[src/rtl/tinysoc_imem_loader_if.sv]
// Chunk-stream / imem-write bundle for the tinysoc program loader.
// master drives chunks and reload; slave is the loader.
interface tinysoc_imem_loader_if #(
  parameter int CHUNK_W = 5,
  parameter int INSTR_W = 15,
  parameter int ADDR_W  = 4
);
  logic [CHUNK_W-1:0] chunk_in;
  logic               chunk_valid;
  logic               reload;
  logic               imem_we;
  logic [ADDR_W-1:0]  imem_waddr;
  logic [INSTR_W-1:0] imem_wdata;
  logic               cpu_run;
  logic               loading;

  modport master (
    output chunk_in,
    output chunk_valid,
    output reload,
    input  imem_we,
    input  imem_waddr,
    input  imem_wdata,
    input  cpu_run,
    input  loading
  );

  modport slave (
    input  chunk_in,
    input  chunk_valid,
    input  reload,
    output imem_we,
    output imem_waddr,
    output imem_wdata,
    output cpu_run,
    output loading
  );
endinterface

[src/rtl/tinysoc_imem_loader.sv]
// tinysoc program loader: assembles pin chunks into instructions,
// fills imem 0..DEPTH-1, then releases the core.
module tinysoc_imem_loader #(
  parameter int CHUNK_W    = 5,
  parameter int INSTR_W    = 15,
  parameter int DEPTH      = 16,
  parameter int ADDR_W     = 4,
  parameter int VALID_MODE = 0
) (
  input  logic                   clk,
  input  logic                   rst_n,
  tinysoc_imem_loader_if.slave   bus
);

  localparam int CHUNKS = (INSTR_W + CHUNK_W - 1) / CHUNK_W;
  localparam int BUF_W  = CHUNKS * CHUNK_W;
  localparam int CNT_W  = (CHUNKS > 1) ? $clog2(CHUNKS) : 1;
  localparam logic [CNT_W-1:0]  LAST_CHUNK = CNT_W'(CHUNKS - 1);
  localparam logic [ADDR_W-1:0] LAST_ADDR  = ADDR_W'(DEPTH - 1);

  typedef enum logic {
    S_LOAD,
    S_RUN
  } state_t;

  state_t             r_state;
  state_t             w_state_nx;
  logic [CNT_W-1:0]   r_cnt;
  logic [CNT_W-1:0]   w_cnt_nx;
  logic [ADDR_W-1:0]  r_addr;
  logic [ADDR_W-1:0]  w_addr_nx;
  logic [BUF_W-1:0]   r_buf;
  logic [BUF_W-1:0]   w_buf_nx;
  logic [BUF_W-1:0]   w_fill;
  logic               r_we;
  logic               w_we_nx;
  logic [ADDR_W-1:0]  r_waddr;
  logic [ADDR_W-1:0]  w_waddr_nx;
  logic [INSTR_W-1:0] r_wdata;
  logic [INSTR_W-1:0] w_wdata_nx;
  logic               r_run;
  logic               w_run_nx;
  logic               r_load;
  logic               w_load_nx;
  logic               w_acc;
  logic               w_unused;

  assign w_acc = (r_state == S_LOAD) && !bus.reload &&
                 ((VALID_MODE == 0) || bus.chunk_valid);

  // Bits of the final chunk beyond INSTR_W never reach imem.
  assign w_unused = ^w_fill;

  always_comb begin
    w_fill = r_buf;
    for (int k = 0; k < CHUNKS; k++) begin
      if (r_cnt == CNT_W'(k)) begin
        w_fill[k*CHUNK_W +: CHUNK_W] = bus.chunk_in;
      end
    end
  end

  always_comb begin
    w_state_nx = r_state;
    w_cnt_nx   = r_cnt;
    w_addr_nx  = r_addr;
    w_buf_nx   = r_buf;
    w_we_nx    = 1'b0;
    w_waddr_nx = r_waddr;
    w_wdata_nx = r_wdata;
    unique case (1'b1)
      bus.reload: begin
        w_state_nx = S_LOAD;
        w_cnt_nx   = '0;
        w_addr_nx  = '0;
        w_buf_nx   = '0;
      end
      w_acc: begin
        if (r_cnt == LAST_CHUNK) begin
          w_cnt_nx   = '0;
          w_buf_nx   = '0;
          w_we_nx    = 1'b1;
          w_waddr_nx = r_addr;
          w_wdata_nx = w_fill[INSTR_W-1:0];
          if (r_addr == LAST_ADDR) begin
            w_addr_nx  = '0;
            w_state_nx = S_RUN;
          end else begin
            w_addr_nx = r_addr + 1'b1;
          end
        end else begin
          w_cnt_nx = r_cnt + 1'b1;
          w_buf_nx = w_fill;
        end
      end
      default: ;
    endcase
    // Status outputs trail the state by one edge so cpu_run rises
    // the cycle after the final write strobe.
    w_run_nx  = !bus.reload && (r_state == S_RUN);
    w_load_nx = !w_run_nx;
  end

  always_ff @(posedge clk or negedge rst_n) begin
    if (!rst_n) begin
      r_state <= S_LOAD;
      r_cnt   <= '0;
      r_addr  <= '0;
      r_buf   <= '0;
      r_we    <= 1'b0;
      r_waddr <= '0;
      r_wdata <= '0;
      r_run   <= 1'b0;
      r_load  <= 1'b1;
    end else begin
      r_state <= w_state_nx;
      r_cnt   <= w_cnt_nx;
      r_addr  <= w_addr_nx;
      r_buf   <= w_buf_nx;
      r_we    <= w_we_nx;
      r_waddr <= w_waddr_nx;
      r_wdata <= w_wdata_nx;
      r_run   <= w_run_nx;
      r_load  <= w_load_nx;
    end
  end

  assign bus.imem_we    = r_we;
  assign bus.imem_waddr = r_waddr;
  assign bus.imem_wdata = r_wdata;
  assign bus.cpu_run    = r_run;
  assign bus.loading    = r_load;

endmodule
[src/flat_wrapper.sv]
// flat-port wrapper written by rule: the top's interface ports become plain ports
module tinysoc_imem_loader_flat 
#(
  parameter int CHUNK_W    = 5,
  parameter int INSTR_W    = 15,
  parameter int DEPTH      = 16,
  parameter int ADDR_W     = 4,
  parameter int VALID_MODE = 0
)
  (clk, rst_n, bus_chunk_in, bus_chunk_valid, bus_reload, bus_imem_we, bus_imem_waddr, bus_imem_wdata, bus_cpu_run, bus_loading);
  tinysoc_imem_loader_if #(.CHUNK_W(CHUNK_W), .INSTR_W(INSTR_W), .ADDR_W(ADDR_W)) bus_i ();
  input  logic clk;
  input  logic rst_n;
  input wire logic [$bits(bus_i.chunk_in)-1:0] bus_chunk_in;
  input wire logic [$bits(bus_i.chunk_valid)-1:0] bus_chunk_valid;
  input wire logic [$bits(bus_i.reload)-1:0] bus_reload;
  output wire logic [$bits(bus_i.imem_we)-1:0] bus_imem_we;
  output wire logic [$bits(bus_i.imem_waddr)-1:0] bus_imem_waddr;
  output wire logic [$bits(bus_i.imem_wdata)-1:0] bus_imem_wdata;
  output wire logic [$bits(bus_i.cpu_run)-1:0] bus_cpu_run;
  output wire logic [$bits(bus_i.loading)-1:0] bus_loading;
  assign bus_i.chunk_in = bus_chunk_in;
  assign bus_i.chunk_valid = bus_chunk_valid;
  assign bus_i.reload = bus_reload;
  assign bus_imem_we = bus_i.imem_we;
  assign bus_imem_waddr = bus_i.imem_waddr;
  assign bus_imem_wdata = bus_i.imem_wdata;
  assign bus_cpu_run = bus_i.cpu_run;
  assign bus_loading = bus_i.loading;
  tinysoc_imem_loader #(.CHUNK_W(CHUNK_W), .INSTR_W(INSTR_W), .DEPTH(DEPTH), .ADDR_W(ADDR_W), .VALID_MODE(VALID_MODE)) u_core (.clk(clk), .rst_n(rst_n), .bus(bus_i));
endmodule
[config.mk]
export PLATFORM = sky130hd
export DESIGN_NAME = tinysoc_imem_loader_flat
export DESIGN_NICKNAME = d
export VERILOG_FILES = /design/src/rtl/tinysoc_imem_loader_if.sv /design/src/rtl/tinysoc_imem_loader.sv /design/src/flat_wrapper.sv
export SDC_FILE = /design/constraint.sdc
export NUM_CORES = 1
export LEC_CHECK = 0
export ABC_AREA = 1
export ABC_CLOCK_PERIOD_IN_PS = 3000
export CAP_MARGIN = 40
export CELL_PAD_IN_SITES_DETAIL_PLACEMENT = 0
export CELL_PAD_IN_SITES_GLOBAL_PLACEMENT = 2
export CORE_MARGIN = 10
export CORE_UTILIZATION = 32
export DETAILED_ROUTE_END_ITERATION = 8
export PLACE_DENSITY = 0.84
export SLEW_MARGIN = 20
export SYNTH_ARGS = -nofsm -noshare
export SYNTH_HDL_FRONTEND = slang
export SYNTH_SLANG_ARGS = --single-unit
export TNS_END_PERCENT = 50
[constraint.sdc]
create_clock -name clk -period 3 [get_ports clk]
set_clock_uncertainty 0.2 [all_clocks]
set_input_delay 0.6 -clock clk [delete_from_list [all_inputs] [get_ports clk]]
set_output_delay 0.6 -clock clk [all_outputs]
set_load 0.05 [all_outputs]
==> flow_metrics.tcl, run 1 <==
set metrics [dict create \
    finalMaxSlewViolations 0 \
    min_period_ns 2.406 \
    ys_ff_latch 39 \
    fin_util_pct 42.16 \
    cp_slowest_stage_delay_ns 0.80 \
    crit_type "register to output port" \
    critPathBufInv 1 \
    hpwlAfterDp_um 2758 \
    clockRootBuffer "clkbuf_8" \
    die-area_mm2 0.008515 \
    ant_nets 0 \
    p_per_area_mw_per_mm2 693.3 \
    netSwitchingPower_uw 535.8 \
    max_freq_ghz 0.4157 \
    path_cells "clkdlybuf4s50_1" \
    vias 1292 \
    fillers 523 \
    worstSetupStartpointType "register" \
    grt_max_degree 33 \
    cp_top_family "buffers and inverters" \
    die_y_um 92.28 \
    syn_inst 202 \
    cts_tree "built" \
    hp-class "register to register" \
    ys_seq_area_share_pct 58.46 \
    synth_fp_nets 212 \
    power_frac_clock_pct 26.5 \
    std_cell_rows 26 \
    slew_headroom_pct 60.58 \
    synth.avg_cell_area_um2 8.275 \
    antenna_cells 0 \
    core-area_mm2 0.005075 \
    io_pins 31 \
    crit_arrival_ns 1.61 \
    insertion_delay_ns 0.29 \
    ys_types 16 \
    max-cap-violations 0 \
    worst_slew_pin_slew_ns 0.5892 \
    drive_gt1_share_pct 7.234 \
    numPortBuffers 29 \
    htree_num_levels 2 \
    drtPass1Iterations 5 \
    hold_viol 0 \
    drt-initial-drc-count 68 \
    cts.sinks 39 \
    drc 0 \
    track_usage_pct 9.850 \
    gp_congestion 0.7246 \
    tns_ns 0 \
    wl_per_cell_um 12.89 \
    ys_warn_count 0 \
    regArea_um2 977.2 \
    irDropWorstVdd_mv 0.4271 \
    cellInternalPower_uw 947.6 \
    p_leak_nw 1.102 \
    cts_resized 0 \
    critical_path_required_ns 2.20 \
    path_clk_slew_ns 0.08 \
    rsz0062_at_grt "false" \
    min_period_over_period_pct 80.19 \
    area_delta_synth_final_pct 27.99 \
    crit_path_end_kind "output port" \
    grt_first_pass_wirelength_um 6789 \
    cts_buffers 5 \
    cp_slowest_cell "clkdlybuf4s50_1" \
    multiInputGateArea_um2 603.1 \
    p_seq_share_pct 42.7 \
    initial_utilization_pct 32.94 \
    antenna_found_initial 0 \
    syn-cell-area_mm2 0.001672 \
    die_x_um 92.28 \
    setup_violations 0 \
    grt_overflow 0 \
    outcome "finished clean" \
    crit_fanout 1 \
    clockBufferDepth 2 \
    vias_per_cell 4.236 \
    switching_share_pct 36.12 \
    hold_slack_ns 0.2827 \
    routed_wl_um 3931 \
    p_comb_share_pct 30.9 \
    nets 244 \
    first_global_vias 1339 \
]
==> metrics by stage <==
stage          cell area (µm²)  power, mW  cells  worst slack, ns
2_1_floorplan             1672     0.9360    202            1.544
3_3_place_gp              2006      1.103    295           0.7405
3_5_place_dp              2026      1.108    296           0.7551
4_1_cts                   2140      1.508    305           0.5735
5_1_grt                   2140      1.573    305           0.5439
6_report                  2140      1.483    305           0.5944
==> tightest hold or removal path, delay by kind of cell, from the launching register on <==
kind,cells,cell delay (ns)
flip-flops,1,0.35
AND/OR/NAND/NOR,2,0.10
==> cell usage after synthesis <==
library cell,instances,share of area [%]
buf_6,1,0.67
o21ai_1,12,3.6
nor2_4,3,2.0
nand3_1,6,1.8
nand2_1,111,25
buf_2,4,1.2
nand2_2,2,0.75
buf_4,1,0.45
nand4_1,1,0.37
inv_2,1,0.22
inv_1,13,2.9
o22ai_1,2,0.75
ha_1,1,0.75
dfstp_2,1,1.6
dfrtp_1,38,57
nor2_1,5,1.1
==> kinds of logic after synthesis <==
| kind of cell | after synthesis | share of synthesized area (%) |
|---|---|---|
| buf+inv | 20 | 5.464 |
| flops | 39 | 58.46 |
| simple gates | 128 | 30.99 |
| compound gates | 14 | 4.341 |
| fa+ha+maj | 1 | 0.7484 |
==> final timing paths <==
path,startpoint,to,slack (ns),cells past startpoint
max reg2reg,u_core.r_cnt[0],u_core.bus.imem_wdata[0],1.33,6
max,u_core.bus.loading,bus_loading,0.59,1
min,u_core.r_buf[8],u_core.r_buf[8],0.28,2
min in group asynchronous,rst_n,u_core.bus.imem_wdata[12],0.50,2
min reg2reg,u_core.r_buf[8],u_core.r_buf[8],0.28,2
max in group asynchronous,rst_n,u_core.bus.imem_waddr[0],1.66,3
==> sequential cells by signal, summed over array words and instances (netlist names) <==
register               count
u_core.r_addr              4
u_core.bus.cpu_run         1
u_core.r_state             1
u_core.bus.imem_wdata     15
u_core.bus.imem_waddr      4
u_core.bus.imem_we         1
u_core.bus.loading         1
u_core.r_cnt               2
u_core.r_buf              10
==> what timing repair did <==
| action | 4_1_cts | 5_1_grt |
|---|---|---|
| setup endpoints to repair | 0 | 0 |
| endpoints found under the hold margin | 7 | 0 |
| hold buffers | 1 | 0 |
| buffers inserted | 0 | 0 |
==> cell usage in the layout (no fill, tap or decap), types with 2 or more instances in the layout <==
cell             netlist  layout
inv_1                 13      13
o22ai_1                2       2
dfrtp_1               38      38
o21ai_1               12      12
nand2_1              111     111
nand3_1                6       6
clkbuf_8               0       7
nor2_4                 3       3
clkdlybuf4s50_1        0      28
nor2_1                 5       5
nand2_2                2       2
==> metal layers <==
layer  wire length [µm]  up-vias  GRT usage, %
li1                   -      680             -
met3                275        6         4.238
met1               1891      575         12.29
met2               1719       31         15.00
met5                  0        -             0
met4                 45        0         3.085
==> power by group through the flow <==
stage	combinational (mW)	clock [mW]	sequential (mW)
4_1_cts	0.466	0.407	0.635
5_1_grt	0.495	0.433	0.644
6_report	0.458	0.392	0.633
3_5_place_dp	0.463	0	0.644
3_3_place_gp	0.459	0	0.644
2_1_floorplan	0.0947	0	0.841
==> area by class of cell <==
type,count,area share (%)
clock buffer,7,4.503
clock inverter,1,0.3509
inverter,14,2.456
multi-input combinational,143,28.19
sequential,39,45.67
tap,70,4.094
timing repair buffer,31,14.74
Note: power is estimated with default switching activity, not from simulation.
==> run 2: changes to the inputs <==
--- a/config.mk
+++ b/config.mk
@@ -6,14 +6,14 @@
 export NUM_CORES = 1
 export LEC_CHECK = 0
 export ABC_AREA = 1
-export ABC_CLOCK_PERIOD_IN_PS = 3000
+export ABC_CLOCK_PERIOD_IN_PS = 2500
 export CAP_MARGIN = 40
 export CELL_PAD_IN_SITES_DETAIL_PLACEMENT = 0
 export CELL_PAD_IN_SITES_GLOBAL_PLACEMENT = 2
 export CORE_MARGIN = 10
-export CORE_UTILIZATION = 32
+export CORE_UTILIZATION = 29
 export DETAILED_ROUTE_END_ITERATION = 8
-export PLACE_DENSITY = 0.84
+export PLACE_DENSITY = 0.77
 export SLEW_MARGIN = 20
 export SYNTH_ARGS = -nofsm -noshare
 export SYNTH_HDL_FRONTEND = slang
==> constraint.sdc (replaced) <==
create_clock -name clk -period 2.5 [get_ports clk]
set_clock_uncertainty 0.2 [all_clocks]
set_input_delay 0.5 -clock clk [delete_from_list [all_inputs] [get_ports clk]]
set_output_delay 0.5 -clock clk [all_outputs]
set_load 0.05 [all_outputs]
==> run 2 against run 1 <==
  * Setup slack got worse by 0.39 ns
  * Routed wire length increased by 6.9%
  * Sequential power increased by 21%
  * Design area increased by 0.18%
  * Clock power increased by 21%
  * Die area increased by 8.1%
  * Power increased by 20%
  * Non-clock buffer count increased by 1
  * Largest power group unchanged
==> flow_metrics.tcl, run 2 (same netlist as run 1, synthesis figures left out) <==
set metrics [dict create \
    rsz0062_at_grt "false" \
    drive_gt1_share_pct 7.627 \
    p_leak_nw 1.110 \
    nets 245 \
    worst_slew_pin_slew_ns 0.5172 \
    p_per_area_mw_per_mm2 832.4 \
    crit_arrival_ns 1.59 \
    largest_register_ff_count 15 \
    finalMaxSlewViolations 0 \
    hold_viol 0 \
    dpl_worst_slack_ns 0.3502 \
    slew_headroom_pct 65.41 \
    gp_congestion 0.7692 \
    critical_path_required_ns 1.80 \
    layout_commonest_cell "nand2_1" \
    crit_fanout 1 \
    hp-class "input port to async pin" \
    max_freq_ghz 0.4364 \
    min_period_ns 2.291 \
    crit_start "u_core.bus.loading" \
    worstSetupStartpointType "register" \
    final_cell_mix "nand2_1, dfrtp_1, clkdlybuf4s50_1" \
    cts_tree "built" \
    hpwlAfterDp_um 2811 \
    cp_slowest_stage_delay_ns 0.79 \
    initial_utilization_pct 30.17 \
    path_clk_slew_ns 0.08 \
    die_x_um 95.92 \
    grt_overflow 0 \
    postCtsSetupBuffers 0 \
    clockRootBuffer "clkbuf_8" \
    dp.cells 300 \
    r2r_start "u_core.r_cnt[0]" \
    crit_type "register to output port" \
    wl_per_cell_um 13.65 \
    hold_buffers 0 \
    setup_violations 0 \
    io_pins 31 \
    critPathBufInv 1 \
    clockBufferDepth 2 \
    routed_wl_um 4204 \
    drt-initial-drc-count 105 \
    final_cells 308 \
    die_y_um 95.92 \
    tns_ns 0 \
    drtPass1Iterations 4 \
    core-area_mm2 0.005540 \
    irDropWorstVdd_mv 0.3571 \
    antenna_cells 0 \
    placed_cell_area_mm2 0.002043 \
    ant_nets 0 \
    numPortBuffers 29 \
    die-area_mm2 0.009201 \
    area_delta_synth_final_pct 28.22 \
    grt_first_pass_wirelength_um 7024 \
    vias 1342 \
    cts_buffers 5 \
    cts_resized 0 \
    first_global_vias 1361 \
    htree_num_levels 2 \
    hold_slack_ns 0.06660 \
    drc 0 \
    grt_max_degree 40 \
    cts.sinks 39 \
    antenna_found_initial 0 \
    layout_setup_ws_ns 0.2088 \
    finalPower_mw 1.784 \
    std_cell_rows 27 \
    track_usage_pct 9.753 \
    path_cells "clkdlybuf4s50_1" \
    fillers 593 \
    crit_path_end_kind "output port" \
    vias_per_cell 4.357 \
    fin_util_pct 38.69 \
    max-cap-violations 0 \
    outcome "finished clean" \
    cp_slowest_cell "clkdlybuf4s50_1" \
    insertion_delay_ns 0.29 \
    cp_top_family "buffers and inverters" \
    min_period_over_period_pct 91.65 \
    final_cell_area_mm2 0.002143 \
]
==> run 2: cell types whose count changed in the layout (fill, tap and decap cells not counted), sizes merged <==
cell	before	now
buf	2	4
dlygate4sd3	1	0
clkinvlp	1	0
clkbuf	7	8
==> run 2: final timing paths <==
| check | to | slack, ns | cells after the start |
|---|---|---|---|
| worst max-delay path | bus_loading | 0.21 | 1 |
| worst min-delay path | u_core.bus.imem_waddr[3] | 0.07 | 2 |
| worst max register to register | u_core.bus.imem_wdata[0] | 0.89 | 6 |
| worst min register to register | u_core.r_buf[3] | 0.28 | 2 |
| max in group asynchronous | u_core.bus.loading | 1.67 | 2 |
| min in group clk | u_core.r_buf[3] | 0.28 | 2 |
==> run 2: layer usage <==
metal | routed length, µm | vias to the layer above | GRT usage (%)
met5 | 0 | - | 0
met4 | 34 | 0 | 2.948
met3 | 340 | 4 | 3.969
met2 | 1787 | 33 | 14.45
met1 | 2041 | 623 | 12.73
li1 | - | 682 | -
==> run 2: power by group <==
group          switching (mW)  internal [mW]  leakage, nW
sequential             0.0496          0.713        0.519
combinational           0.375          0.173        0.540
clock                   0.221          0.252       0.0515
==> run 2: area by class of cell <==
cell class / count / area, µm² / area share [%]
clock buffers: 8 / 100.1 / 4.670
repair buffers: 32 / 320.3 / 14.94
well taps: 72 / 90.09 / 4.203
flip-flops and latches: 39 / 977.2 / 45.59
inverters: 14 / 52.55 / 2.452
multi-input cells: 143 / 603.1 / 28.14
==> edit 1, RTL diff (settings of run 2) <==
Reset style: synchronous (`rst_n`), changed in one clocked block.
--- a/src/rtl/tinysoc_imem_loader.sv
+++ b/src/rtl/tinysoc_imem_loader.sv
@@ -101,7 +101,7 @@
     w_load_nx = !w_run_nx;
   end
 
-  always_ff @(posedge clk or negedge rst_n) begin
+  always_ff @(posedge clk) begin
     if (!rst_n) begin
       r_state <= S_LOAD;
       r_cnt   <= '0;
Formal check against the unedited RTL: differs if rst_n is asserted again (counterexample within 4 cycles, from zero or initial values and one cycle with rst_n low); with rst_n held inactive, the same outputs for 10 cycles.
==> edit 1 against run 2 <==
  * Wire length decreased by 6.4%
  * Final area decreased by 7.9%
  * Non-clock buffer count increased by 1
  * Area after synthesis decreased by 7.9%
  * Register-to-register slack got worse by 0.07 ns
  * Worst setup slack improved by 0.16 ns
  * Cell count increased by 0.97%
  * Sequential share of layout area decreased by 6.0 points
  * Sequential cell count unchanged
  * Synthesized cell count increased by 3.5%
  * Global-route usage increased by 0.088 points
  * Critical path type unchanged
Power is not compared: it rests on default switching activity, and its combinational part moved more than twofold at a synthesized area within 25%.
==> edit 1: results (changes against run 2) <==
synth_common_cells: "49 x nand2_1, 39 x dfxtp_1, 36 x nor2_1"
power.leakage_uw: 0.000809
wire_per_inst_um: 12.6  # -7.3%
antenna_found_initial: 0  # unchanged
clk_latency_ns: 0.28
met3_length_um: 212  # -38%
wl_met2_um: 1760  # -1.7%
viasPerCell: 4.47  # +2.6%
drive_above_1_share_pct: 7.88  # +0.26 points
ctsResizeCount: 0  # unchanged
crit_start: "u_core.bus.imem_wdata[14]"
ys_top_cells_by_area: "dfxtp_1 51%, nand2_1 12%, o21ai_0 11%"
wl_met1_um: 1900  # -6.8%
routed.top_layer: "met4"
ir_drop_mv: 0.291
min_from: "u_core.r_buf[6]"
drtIter0Drc: 61  # -42%
sw_frac_of_total_pct: 24.3
synthesis.nets: 219  # +3.3%
clock_path_buffers: 2  # unchanged
critical_path.slowest_cell: "clkdlybuf4s50_1"
crit_family: "buffers and inverters"
arrival_ns: 1.43  # -0.16 ns
grt_pass1_vias: 1371  # +0.73%
path_clk_slew_ns: 0.07
startpoint_type: "flop"
gp_congestion: 0.694  # -9.8%
h-tree-depth: 2  # unchanged
portBuffers: 29  # unchanged
yosysSeqAreaShare_pct: 50.7  # -7.7 points
first_pass_iters: 4  # unchanged
dp_hpwl_um: 2820  # +0.24%
slew_headroom_pct: 58.0  # -7.4 points
cts_buffers: 5  # unchanged
final_nets: 252  # +2.9%
grt_max_degree: 19  # -53%
cts_root_buf: "clkbuf_8"
grt_pass1_wl_um: 6880  # -2.1%
synthArstFlopShare_pct: 0  # -100 points
synth.distinct_cells: 20  # +4
holdCritPathClass: "reg2reg"
yosysWarnings: 0  # unchanged
max_stage_delay_ns: 0.81  # +0.02 ns
grt_use_total_pct: 9.84  # +0.088 points
outcome: "finished clean"
regToRegStartpoint: "u_core.r_cnt[0]"
post_cts_buffers: 0  # unchanged
diodes: 0  # unchanged
cp_max_fo: 2  # +1
edit 1: changes by cell type after synthesis, sizes merged, moves of 2 or more:
cell,change
nand3,+3
nand2,-60
a21oi,+6
inv,+3
clkbuf,+2
nor2,+32
dfrtp,-38
dfxtp,+39
o21ai,+22
edit 1: worst min-delay path: stages (launching register included):
cell and delay, ns:
dfxtp_1 0.31, nand2_1 0.06, nand2_1 0.05
edit 1: per-layer routing:
layer	global-route usage [%]	vias up
met2	15.1	24
met4	3.86	0
li1	-	727
met3	3.71	6
met5	0	-
met1	12.1	633
edit 1: final timing paths:
check                        endpoint  slack (ns)  cells after the start
min                   u_core.r_buf[6]        0.26                      2
max                bus_imem_wdata[14]        0.37                      1
min reg2reg           u_core.r_buf[6]        0.26                      2
max reg2reg  u_core.bus.imem_wdata[2]        0.82                      4
edit 1: logic make-up after synthesis:
group | share of synthesized area, %
adders and majority gates | 0.813
buffers and inverters | 7.40
AOI/OAI and AO/OA | 13.4
and+or+nand+nor | 27.6
DFF | 50.7
edit 1: cell type report:
| cell class | count | area (µm²) |
|---|---|---|
| clock buffer | 6 | 72.6 |
| inverter | 18 | 67.6 |
| timing repair buffer | 33 | 320 |
| tap | 70 | 87.6 |
| multi-input combinational | 145 | 644 |
| fill | 592 | 3170 |
| sequential | 39 | 781 |
edit 1: power groups by stage:
stage | combinational [µW] | clock [µW] | sequential, µW
floorplan | 51.2 | 0 | 671
global placement | 106 | 0 | 655
detailed placement | 106 | 0 | 655
CTS | 106 | 405 | 641
global route | 119 | 428 | 642
finish | 106 | 385 | 641
edit 1: stage by stage:
step                util [%]  setup WS (ns)  instance area (µm²)  instances  hold WS [ns]
floorplan                  -           1.13                 1540        209         0.226
global placement        37.0          0.338                 1900        305         0.238
detailed placement      37.0          0.348                 1900        305         0.242
CTS                     38.4          0.342                 1970        311         0.257
global route            38.4          0.311                 1970        311         0.275
finish                  38.4          0.373                 1970        311         0.257
==> edit 2, RTL diff (settings of run 2) <==
Without the edit above. `VALID_MODE` is set to 0 in 2 places; all go to 1.
--- a/src/rtl/tinysoc_imem_loader.sv
+++ b/src/rtl/tinysoc_imem_loader.sv
@@ -5,7 +5,7 @@
   parameter int INSTR_W    = 15,
   parameter int DEPTH      = 16,
   parameter int ADDR_W     = 4,
-  parameter int VALID_MODE = 0
+  parameter int VALID_MODE = 1
 ) (
   input  logic                   clk,
   input  logic                   rst_n,
--- a/src/flat_wrapper.sv
+++ b/src/flat_wrapper.sv
@@ -5,7 +5,7 @@
   parameter int INSTR_W    = 15,
   parameter int DEPTH      = 16,
   parameter int ADDR_W     = 4,
-  parameter int VALID_MODE = 0
+  parameter int VALID_MODE = 1
 )
   (clk, rst_n, bus_chunk_in, bus_chunk_valid, bus_reload, bus_imem_we, bus_imem_waddr, bus_imem_wdata, bus_cpu_run, bus_loading);
   tinysoc_imem_loader_if #(.CHUNK_W(CHUNK_W), .INSTR_W(INSTR_W), .ADDR_W(ADDR_W)) bus_i ();
Behaviour: not the same (Yosys sat finds a counterexample within 4 cycles, from zero or initial values and one cycle with rst_n low).
==> edit 2 against run 2 <==
  * Count of clock-buffer cells in the layout is 2 lower
  * Critical endpoint unchanged
  * Final area rose by 5.9%
  * Largest cell class unchanged
  * Sequential cell count grew 1
  * Fmax shrank 0.11%
  * Worst setup slack worse by 0.0025 ns
  * Wire length hardly changed
  * Area after synthesis is 7.5% higher
  * Power increased by 12%
  * Global-route usage shrank 0.72 points
==> edit 2: results (changes against run 2) <==
dp_hpwl_um: 3100  # +10%
drt_wl_total_um: 4210  # about the same
slew_headroom_pct: 65.9  # +0.48 points
outcome: "finished clean"
drtIter0Drc: 37  # -65%
use_met1_pct: 10.6  # -2.2 points
fin_ws_ns: 0.206  # -0.00254 ns
grt_use_total_pct: 9.03  # -0.72 points
gp_congestion: 0.729  # -5.2%
r2r_end: "u_core.bus.imem_wdata[3]"
synth_mux_area_share_pct: 0  # unchanged
ir_drop_mv: 0.454  # +27%
synthesis.nets: 214  # +0.94%
synth_common_cells: "91 x nand2_1, 39 x dfrtp_1, 17 x o21ai_0"
postSynthAreaPerCell_um2: 8.81  # +6.4%
drive_above_1_share_pct: 12.4  # +4.8 points
grt_pass1_wl_um: 7120  # +1.4%
fill_cells: 654  # +10%
power.leakage_uw: 0.00116  # +4.4%
portBuffers: 30  # +3.4%
r2r_slack_ns: 0.99  # +0.10 ns
grtUsageMet3_pct: 3.14  # -0.83 points
grt_max_degree: 27  # -33%
num_vias: 1397  # +4.1%
ys_top_cells_by_area: "dfrtp_1 54%, nand2_1 19%, o21ai_0 4.7%"
placed_area_um2: 2180  # +6.8%
syn_to_final_growth_pct: 26.3
holdWs_ns: 0.276  # +0.210 ns
grt_use_met2_pct: 14.5  # +0.026 points
synth_compound_area_share_pct: 7.59  # +3.2 points
dpl_worst_slack_ns: 0.330  # -0.0199 ns
regToRegStartpoint: "u_core.r_state"
## edit 2: where the power goes
group          leakage (µW)  internal, µW  switching [µW]
sequential         0.000534           757            63.6
clock             0.0000410           190             213
combinational      0.000583           246             522
## edit 2: timing repair
action,in CTS,in global routing
endpoints found under the hold margin,20,0
hold buffers,1,0
buffers inserted,0,0
## edit 2: routing by layer
| metal | vias to the layer above | part of all wire (%) |
|---|---|---|
| li1 | 711 | - |
| met1 | 654 | 47 |
| met2 | 28 | 46 |
| met3 | 4 | 5.8 |
| met4 | 0 | 1.8 |
| met5 | - | 0 |
## edit 2: final cells by class
type / count / share of cell area (%)
Sequential cell: 40 / 44.2
Multi-Input combinational cell: 143 / 30.4
Clock buffer: 6 / 3.20
Tap cell: 75 / 4.13
Clock inverter: 1 / 0.221
Inverter: 17 / 2.92
Timing Repair Buffer: 34 / 15.0
